==> src/rtl/mem_port_arbiter.sv <==
// Single-port memory arbiter: fetch vs. data with data priority, starvation guard and timeout.
// Optional ARB_PERF_CNT_EN adds saturating grant and wait-cycle counters.
module mem_port_arbiter #(
  parameter int unsigned ADDR_W       = 32,
  parameter int unsigned DATA_W       = 32,
  parameter int unsigned STARVE_LIMIT = 4,
  parameter int unsigned TIMEOUT      = 15
) (
  input  logic              clk,
  input  logic              rst_n,
  input  logic              if_req,
  input  logic [ADDR_W-1:0] if_addr,
  output logic [DATA_W-1:0] if_rdata,
  output logic              if_valid,
  input  logic              dm_req,
  input  logic              dm_we,
  input  logic [ADDR_W-1:0] dm_addr,
  input  logic [DATA_W-1:0] dm_wdata,
  output logic [DATA_W-1:0] dm_rdata,
  output logic              dm_valid,
  output logic              stall_if,
  output logic              stall_mem,
  output logic              m_req,
  output logic              m_we,
  output logic [ADDR_W-1:0] m_addr,
  output logic [DATA_W-1:0] m_wdata,
  input  logic [DATA_W-1:0] m_rdata,
  input  logic              m_ack,
  output logic              err
`ifdef ARB_PERF_CNT_EN
  ,
  output logic [31:0]       perf_if_grants,
  output logic [31:0]       perf_dm_grants,
  output logic [31:0]       perf_wait_cycles
`endif
);

  typedef enum logic [1:0] {StIdle, StBusyIf, StBusyDm, StDone} state_e;

  state_e      state_q;
  logic [31:0] starve_cnt_q;
  logic [31:0] tmo_cnt_q;
  logic        grant_dm;
  logic        grant_if;
  logic        timeout_hit;

  assign stall_if  = if_req & ~if_valid;
  assign stall_mem = dm_req & ~dm_valid;

  // Data wins unless fetch has been passed over STARVE_LIMIT times in a row.
  always_comb begin
    grant_dm = dm_req && ((starve_cnt_q < STARVE_LIMIT) || !if_req);
    grant_if = !grant_dm && if_req;
  end

  // The current cycle is the TIMEOUT-th BUSY cycle without an ack.
  assign timeout_hit = (TIMEOUT != 0) && (tmo_cnt_q == TIMEOUT - 1);

  always_ff @(posedge clk) begin
    if (!rst_n) begin
      state_q      <= StIdle;
      starve_cnt_q <= '0;
      tmo_cnt_q    <= '0;
      m_req        <= 1'b0;
      m_we         <= 1'b0;
      m_addr       <= '0;
      m_wdata      <= '0;
      if_rdata     <= '0;
      dm_rdata     <= '0;
      if_valid     <= 1'b0;
      dm_valid     <= 1'b0;
      err          <= 1'b0;
    end else begin
      case (state_q)
        StIdle: begin
          tmo_cnt_q <= '0;
          if (grant_dm) begin
            state_q <= StBusyDm;
            m_req   <= 1'b1;
            m_we    <= dm_we;
            m_addr  <= dm_addr;
            m_wdata <= dm_wdata;
            if (!if_req) begin
              starve_cnt_q <= '0;
            end else if (starve_cnt_q != STARVE_LIMIT) begin
              starve_cnt_q <= starve_cnt_q + 1;
            end
          end else if (grant_if) begin
            state_q      <= StBusyIf;
            m_req        <= 1'b1;
            m_we         <= 1'b0;
            m_addr       <= if_addr;
            m_wdata      <= '0;
            starve_cnt_q <= '0;
          end
        end
        StBusyIf, StBusyDm: begin
          // An ack in the timeout cycle still counts as success.
          if (m_ack) begin
            state_q  <= StDone;
            m_req    <= 1'b0;
            if_valid <= (state_q == StBusyIf);
            dm_valid <= (state_q == StBusyDm);
            if (state_q == StBusyIf) begin
              if_rdata <= m_rdata;
            end else if (!m_we) begin
              dm_rdata <= m_rdata;
            end
          end else if (timeout_hit) begin
            state_q  <= StDone;
            m_req    <= 1'b0;
            err      <= 1'b1;
            if_valid <= (state_q == StBusyIf);
            dm_valid <= (state_q == StBusyDm);
            if (state_q == StBusyIf) begin
              if_rdata <= '0;
            end else begin
              dm_rdata <= '0;
            end
          end else if (TIMEOUT != 0) begin
            tmo_cnt_q <= tmo_cnt_q + 1;
          end
        end
        StDone: begin
          state_q  <= StIdle;
          if_valid <= 1'b0;
          dm_valid <= 1'b0;
          err      <= 1'b0;
        end
        default: state_q <= StIdle;
      endcase
    end
  end

`ifdef ARB_PERF_CNT_EN
  always_ff @(posedge clk) begin
    if (!rst_n) begin
      perf_if_grants   <= '0;
      perf_dm_grants   <= '0;
      perf_wait_cycles <= '0;
    end else begin
      if (state_q == StIdle && grant_if && perf_if_grants != '1) begin
        perf_if_grants <= perf_if_grants + 1;
      end
      if (state_q == StIdle && grant_dm && perf_dm_grants != '1) begin
        perf_dm_grants <= perf_dm_grants + 1;
      end
      if ((stall_if || stall_mem) && perf_wait_cycles != '1) begin
        perf_wait_cycles <= perf_wait_cycles + 1;
      end
    end
  end
`endif

endmodule
==> config.mk <==
export PLATFORM = sky130hd
export DESIGN_NAME = mem_port_arbiter
export DESIGN_NICKNAME = d
export VERILOG_FILES = /design/src/rtl/mem_port_arbiter.sv
export SDC_FILE = /design/constraint.sdc
export NUM_CORES = 1
export LEC_CHECK = 0
export CAP_MARGIN = 20
export CELL_PAD_IN_SITES_DETAIL_PLACEMENT = 0
export CELL_PAD_IN_SITES_GLOBAL_PLACEMENT = 2
export CORE_AREA = 2 2 172 174
export DETAILED_ROUTE_END_ITERATION = 10
export DIE_AREA = 0 0 174 176
export PLACE_DENSITY_LB_ADDON = 0.2
export SLEW_MARGIN = 15
export SYNTH_ARGS = -nofsm -noshare
export SYNTH_HDL_FRONTEND = slang
export SYNTH_SLANG_ARGS = --single-unit
==> constraint.sdc <==
create_clock -name clk -period 4.7 [get_ports clk]
set_input_delay 1.175 -clock clk [delete_from_list [all_inputs] [get_ports clk]]
set_output_delay 1.175 -clock clk [all_outputs]
set_load 0.03 [all_outputs]
# Yosys cells after proc, flatten, opt, wreduce, memory -nomap -nowiden
# Index checks and enable logic that the tools add are counted.
op_classes:
  n_addsub: 2
  n_lt_le_gt_ge: 1
  eq_ne: 12
  mux: 40
  bitwise: 5
  reduce_logical: 20
ops:
  columns: ["operator", "count"]
  rows:
  - ["$mux W32", 18]
  - ["$add A32 B1 Y32 const B", 2]
  - ["$pmux W32 S2", 1]
  - ["$eq A32 B4 Y1 const B", 1]
  - ["$lt A32 B3 Y1 const B", 1]
  - ["$ne A32 B3 Y1 const B", 1]
  - ["$reduce_and A3 Y1", 5]
  - ["$mux W1", 12]
  - ["$mux W2", 4]
  - ["$ne A2 B2 Y1 const B", 4]
  - ["$pmux W1 S2", 4]
  - ["$reduce_bool A2 Y1", 4]
  - ["$ne A3 B3 Y1 const B", 2]
  - ["$pmux W2 S3", 1]
  - ["$reduce_and A2 Y1", 3]
  - ["$eq A2 B2 Y1 const B", 2]
  - ["$reduce_and A4 Y1", 1]
  - ["$ne A3 B2 Y1 const B", 1]
  - ["$not A1 Y1", 3]
  - ["$and A1 B1 Y1", 2]
  - ["$eq A2 B1 Y1 const B", 1]
  - ["$logic_and A1 B1 Y1", 2]
  - ["$logic_not A1 Y1", 2]
  - ["$logic_not A2 Y1", 1]
  - ["other kinds (2)", 2]
word_totals:
  register_bits: 199
  input_bits: 134
  out_inout_bits: 135
  word_cells: 92

# Logic depth before layout (Yosys ltp)
depth:
  word_depth: 8
  mapped_depth: 10

# Least setup slack after synthesis
# No wires, ideal clock.
synth_timing:
  path_kind: "input -> output"
  start: "input port if_req"
  end: "output port stall_if"
  t_arrival_ps: 1630
  required_ps: 3525
  path_slack_ps: 1895
  stages: 1
  path_buffers: 0
  path_cell_list: "nor2b_1"
synth_via:
  elab_chain_len: 1
synth_rtl:
  columns: ["item", "line", "rtl"]
  rows:
  - ["start: declaration", "11", "input logic if_req,"]
  - ["$and A1 B1 Y1", "47", "assign stall_if = if_req & ~if_valid;"]
  - ["end: declaration", "21", "output logic stall_if,"]
# Every way passes these cells.

# Final worst setup path
# Same ends and word-level chain as after synthesis.

==> flow_summary.json <==
{
  "grt_pass1_wl_mm": 43.0,
  "cts_buffers": 17,
  "drt-initial-drc-count": 441,
  "utilization_pct": 40.7,
  "dp_hpwl_mm": 18.7,
  "drc": 0,
  "power.leakage_uw": 0.00409,
  "path_clk_slew_ps": 70,
  "start_kind": "input pin",
  "synth-compound-area-share_pct": 19.2,
  "synthSimpleGateAreaFrac_pct": 23.1,
  "max_stage_delay_ps": 680,
  "drtPass1Iterations": 5,
  "synth.distinct_cells": 56,
  "switching_power_uw": 2190,
  "die-area_sq_mm": 0.0306,
  "vias": 7576,
  "io_pins": 269,
  "tns_ps": 0,
  "antenna_left": 0,
  "postRouteWirelength_mm": 27.6,
  "hold_class": "register to register",
  "post_cts_buffers": 0,
  "vdd_drop_max_uv": 223,
  "syn_to_final_growth_pct": 45.3,
  "crit_arrival_ps": 2700,
  "hold_viol_final": 0,
  "antenna_found_initial": 3,
  "grt_pass1_vias": 7583,
  "max_slew.worst_pin.slew_ps": 952,
  "port_buffers": 268,
  "final_area_sq_mm": 0.0116,
  "p_comb_share_pct": 35.9,
  "core-area_sq_mm": 0.0285,
  "yosysWarningCount": 0,
  "ys_seq_area_share_pct": 49.9,
  "start_util_pct": 28.0,
  "async_flop_share_pct": 0,
  "fillers": 2975,
  "dpl.cell_count": 1542,
  "synth_adder_area_share_pct": 1.41,
  "layout-drive-gt1-share_pct": 5.88,
  "switching_share_pct": 39.1,
  "grt_overflow": 0,
  "syn_nets": 1089,
  "die_h_um": 176,
  "setup_viol": 0,
  "cts_tree": "done",
  "clockBufferDepth": 2,
  "rsz0062_at_grt": "false",
  "placed_cell_area_sq_mm": 0.0110,
  "cts_sinks": 199,
  "crit_path_cell_trace": "clkdlybuf4s50_1 -> nor2b_1 -> clkdlybuf4s50_1",
  "synth_top_family_by_area": "simple AND/OR/NAND/NOR gates",
  "ctsResizeCount": 0,
  "grt_max_degree": 76,
  "layoutNonFillerInstCount": 1576,
  "gp_congestion": 0.743,
  "cp.required_ps": 3520,
  "cp_top_family": "buffers and inverters",
  "max_cap_viol_count": 0,
  "cp-startpoint": "if_req",
  "ys.flop_type": "dfxtp_1",
  "synthCells": 946,
  "clock_latency_ps": 450,
  "drv_slew": 0,
  "fin_crit_sh_pct": 82.5,
  "clk_root_buffer_cell": "clkbuf_16",
  "cp_max_fo": 7,
  "setup.worst_path.class": "input pin to primary output",
  "status": "finished clean",
  "num_rows": 62,
  "cp_num_buf_inv": 2,
  "h-tree-depth": 4,
  "synthMuxAreaShare_pct": 0.125,
  "hold_buffers": 0,
  "slowest_stage": "clkdlybuf4s50_1",
  "wire_per_inst_um": 17.5,
  "hp-start": "if_rdata[28]$_SDFFE_PN0P_",
  "holdWs_ps": 452,
  "cellPowerDensity_mw_per_mm2": 481,
  "power_frac_clock_pct": 27.9,
  "fin_skew_ps": 25.5,
  "netlist_area_sq_mm": 0.00799,
  "reg2reg_from": "state_q[0]$_SDFFE_PN0P_",
  "crit_path_end_kind": "primary output",
  "synth_edf_count": 0,
  "grt_util_all_layers_pct": 17.7,
  "worst_slew_margin_rel_pct": 36.5,
  "period_needed_ps": 3880,
  "synth-xor-area-share_pct": 1.64,
  "fin_nets": 1320,
  "max_freq_mhz": 258,
  "syn_area_per_cell_sq_um": 8.45,
  "p_seq_share_pct": 36.1,
  "dieWidth_um": 174,
  "crit_top_cell": "clkdlybuf4s50_1",
  "ys_ff_latch": 199,
  "routed_via_density": 4.81,
  "intPower_uw": 3400
}
-- flip-flops by register name (all words and copies together), names as in the netlist --
register / count
starve_cnt_q: 32
tmo_cnt_q: 32
if_rdata: 32
if_valid: 1
err: 1
m_wdata: 32
m_we: 1
dm_rdata: 32
m_addr: 32
dm_valid: 1
m_req: 1
state_q: 2
-- cell usage after synthesis (all sizes together) (2+ instances only) --
library cell / n / share of area, %
o32ai: 2 / 0.22
a41o: 2 / 0.25
and2: 2 / 0.16
buf: 17 / 1.4
a21oi: 116 / 7.3
nor4: 13 / 1.3
nand3: 51 / 3.3
inv: 15 / 0.70
o211ai: 6 / 0.63
nor3: 9 / 0.81
xnor2: 14 / 1.5
or4: 7 / 0.70
and3: 20 / 1.6
and4: 7 / 0.77
or3: 8 / 0.63
clkbuf: 54 / 2.5
o21ai: 79 / 4.9
nand2b: 2 / 0.25
a31oi: 11 / 0.86
nor2: 80 / 3.8
nor2b: 3 / 0.23
nand2: 122 / 5.7
dfxtp: 199 / 50
a22oi: 32 / 3.0
ha: 9 / 1.4
a211oi: 2 / 0.34
a2111oi: 5 / 0.55
nand4: 43 / 3.4
o31ai: 2 / 0.19
-- worst register-to-register path: cells and delay by family (launching register included) --
kind            cells  cell delay [ps]
compound gates      2              360
fa+ha+maj           1              540
buf+inv             1               90
flops               1              430
simple gates        3             1310
-- per-layer routing --
layer	part of all wire, %	vias to the layer above	global-route usage [%]	wire length, um
met1	43	3555	21.1	12000
met2	49	151	29.8	13400
li1	-	3853	-	-
met3	6.8	15	6.48	1880
met4	1.2	2	4.97	324
met5	0.047	-	0	13
-- path summary, 6_finish.rpt --
path / end / slack, ps / cells after the start
max: stall_if / 820 / 3
min: if_rdata[28]$_SDFFE_PN0P_ / 450 / 2
max reg2reg: tmo_cnt_q[22]$_SDFFE_PN0P_ / 1910 / 7
min reg2reg: if_rdata[28]$_SDFFE_PN0P_ / 450 / 2
-- layout by cell type (no fill, tap or decap), types with 3 or more instances in the layout --
cell type / count
clkdlybuf4s50_1: 267
dfxtp_1: 199
nand2_1: 122
a21oi_1: 116
nor2_1: 79
o21ai_0: 50
nand3_1: 50
nand4_1: 42
a22oi_1: 32
o21ai_1: 27
and3_1: 19
clkbuf_16: 17
buf_4: 16
inv_1: 14
xnor2_1: 14
nor4_1: 11
a31oi_1: 11
ha_1: 9
or3_1: 8
and4_1: 7
or4_1: 6
clkinv_8: 6
nor3_1: 5
o211ai_1: 5
a2111oi_0: 5
nor3_2: 4
inv_8: 4
nor2b_1: 3
inv_6: 3
-- per-stage QoR --
| step | power [uW] | setup WS (ps) |
|---|---|---|
| 2_1_floorplan | 3230 | 1890 |
| 3_3_place_gp | 4100 | 862 |
| 3_5_place_dp | 4090 | 828 |
| 4_1_cts | 5670 | 826 |
| 5_1_grt | 5900 | 752 |
| 6_report | 5590 | 823 |
-- cell type report --
type | instances | area, sq um | share of cell area [%]
sequential | 199 | 3980 | 34.3
clock inverter | 15 | 208 | 1.79
clock buffer | 17 | 425 | 3.66
antenna | 2 | 5.00 | 0.0431
tap | 384 | 480 | 4.14
inverter | 15 | 56.3 | 0.485
timing repair buffer | 283 | 2790 | 24.0
multi-input combinational | 661 | 3660 | 31.5
-- kinds of logic after synthesis --
kind of cell,after synthesis
AND/OR/NAND/NOR,372
AO/OA/AOI/OAI,264
XOR/XNOR,15
adder cells (fa/ha/maj),9
flip-flops,199
multiplexers,1
buffers and inverters,86
-- power by group through the flow --
| stage | logic (uW) | registers, uW | clock network (uW) |
|---|---|---|---|
| 2_1_floorplan | 796 | 2440 | 0 |
| 3_3_place_gp | 2040 | 2050 | 0 |
| 3_5_place_dp | 2030 | 2050 | 0 |
| 4_1_cts | 2040 | 2020 | 1610 |
| 5_1_grt | 2180 | 2050 | 1680 |
| 6_report | 2010 | 2020 | 1560 |
Note: power is estimated with default switching activity, not from simulation.
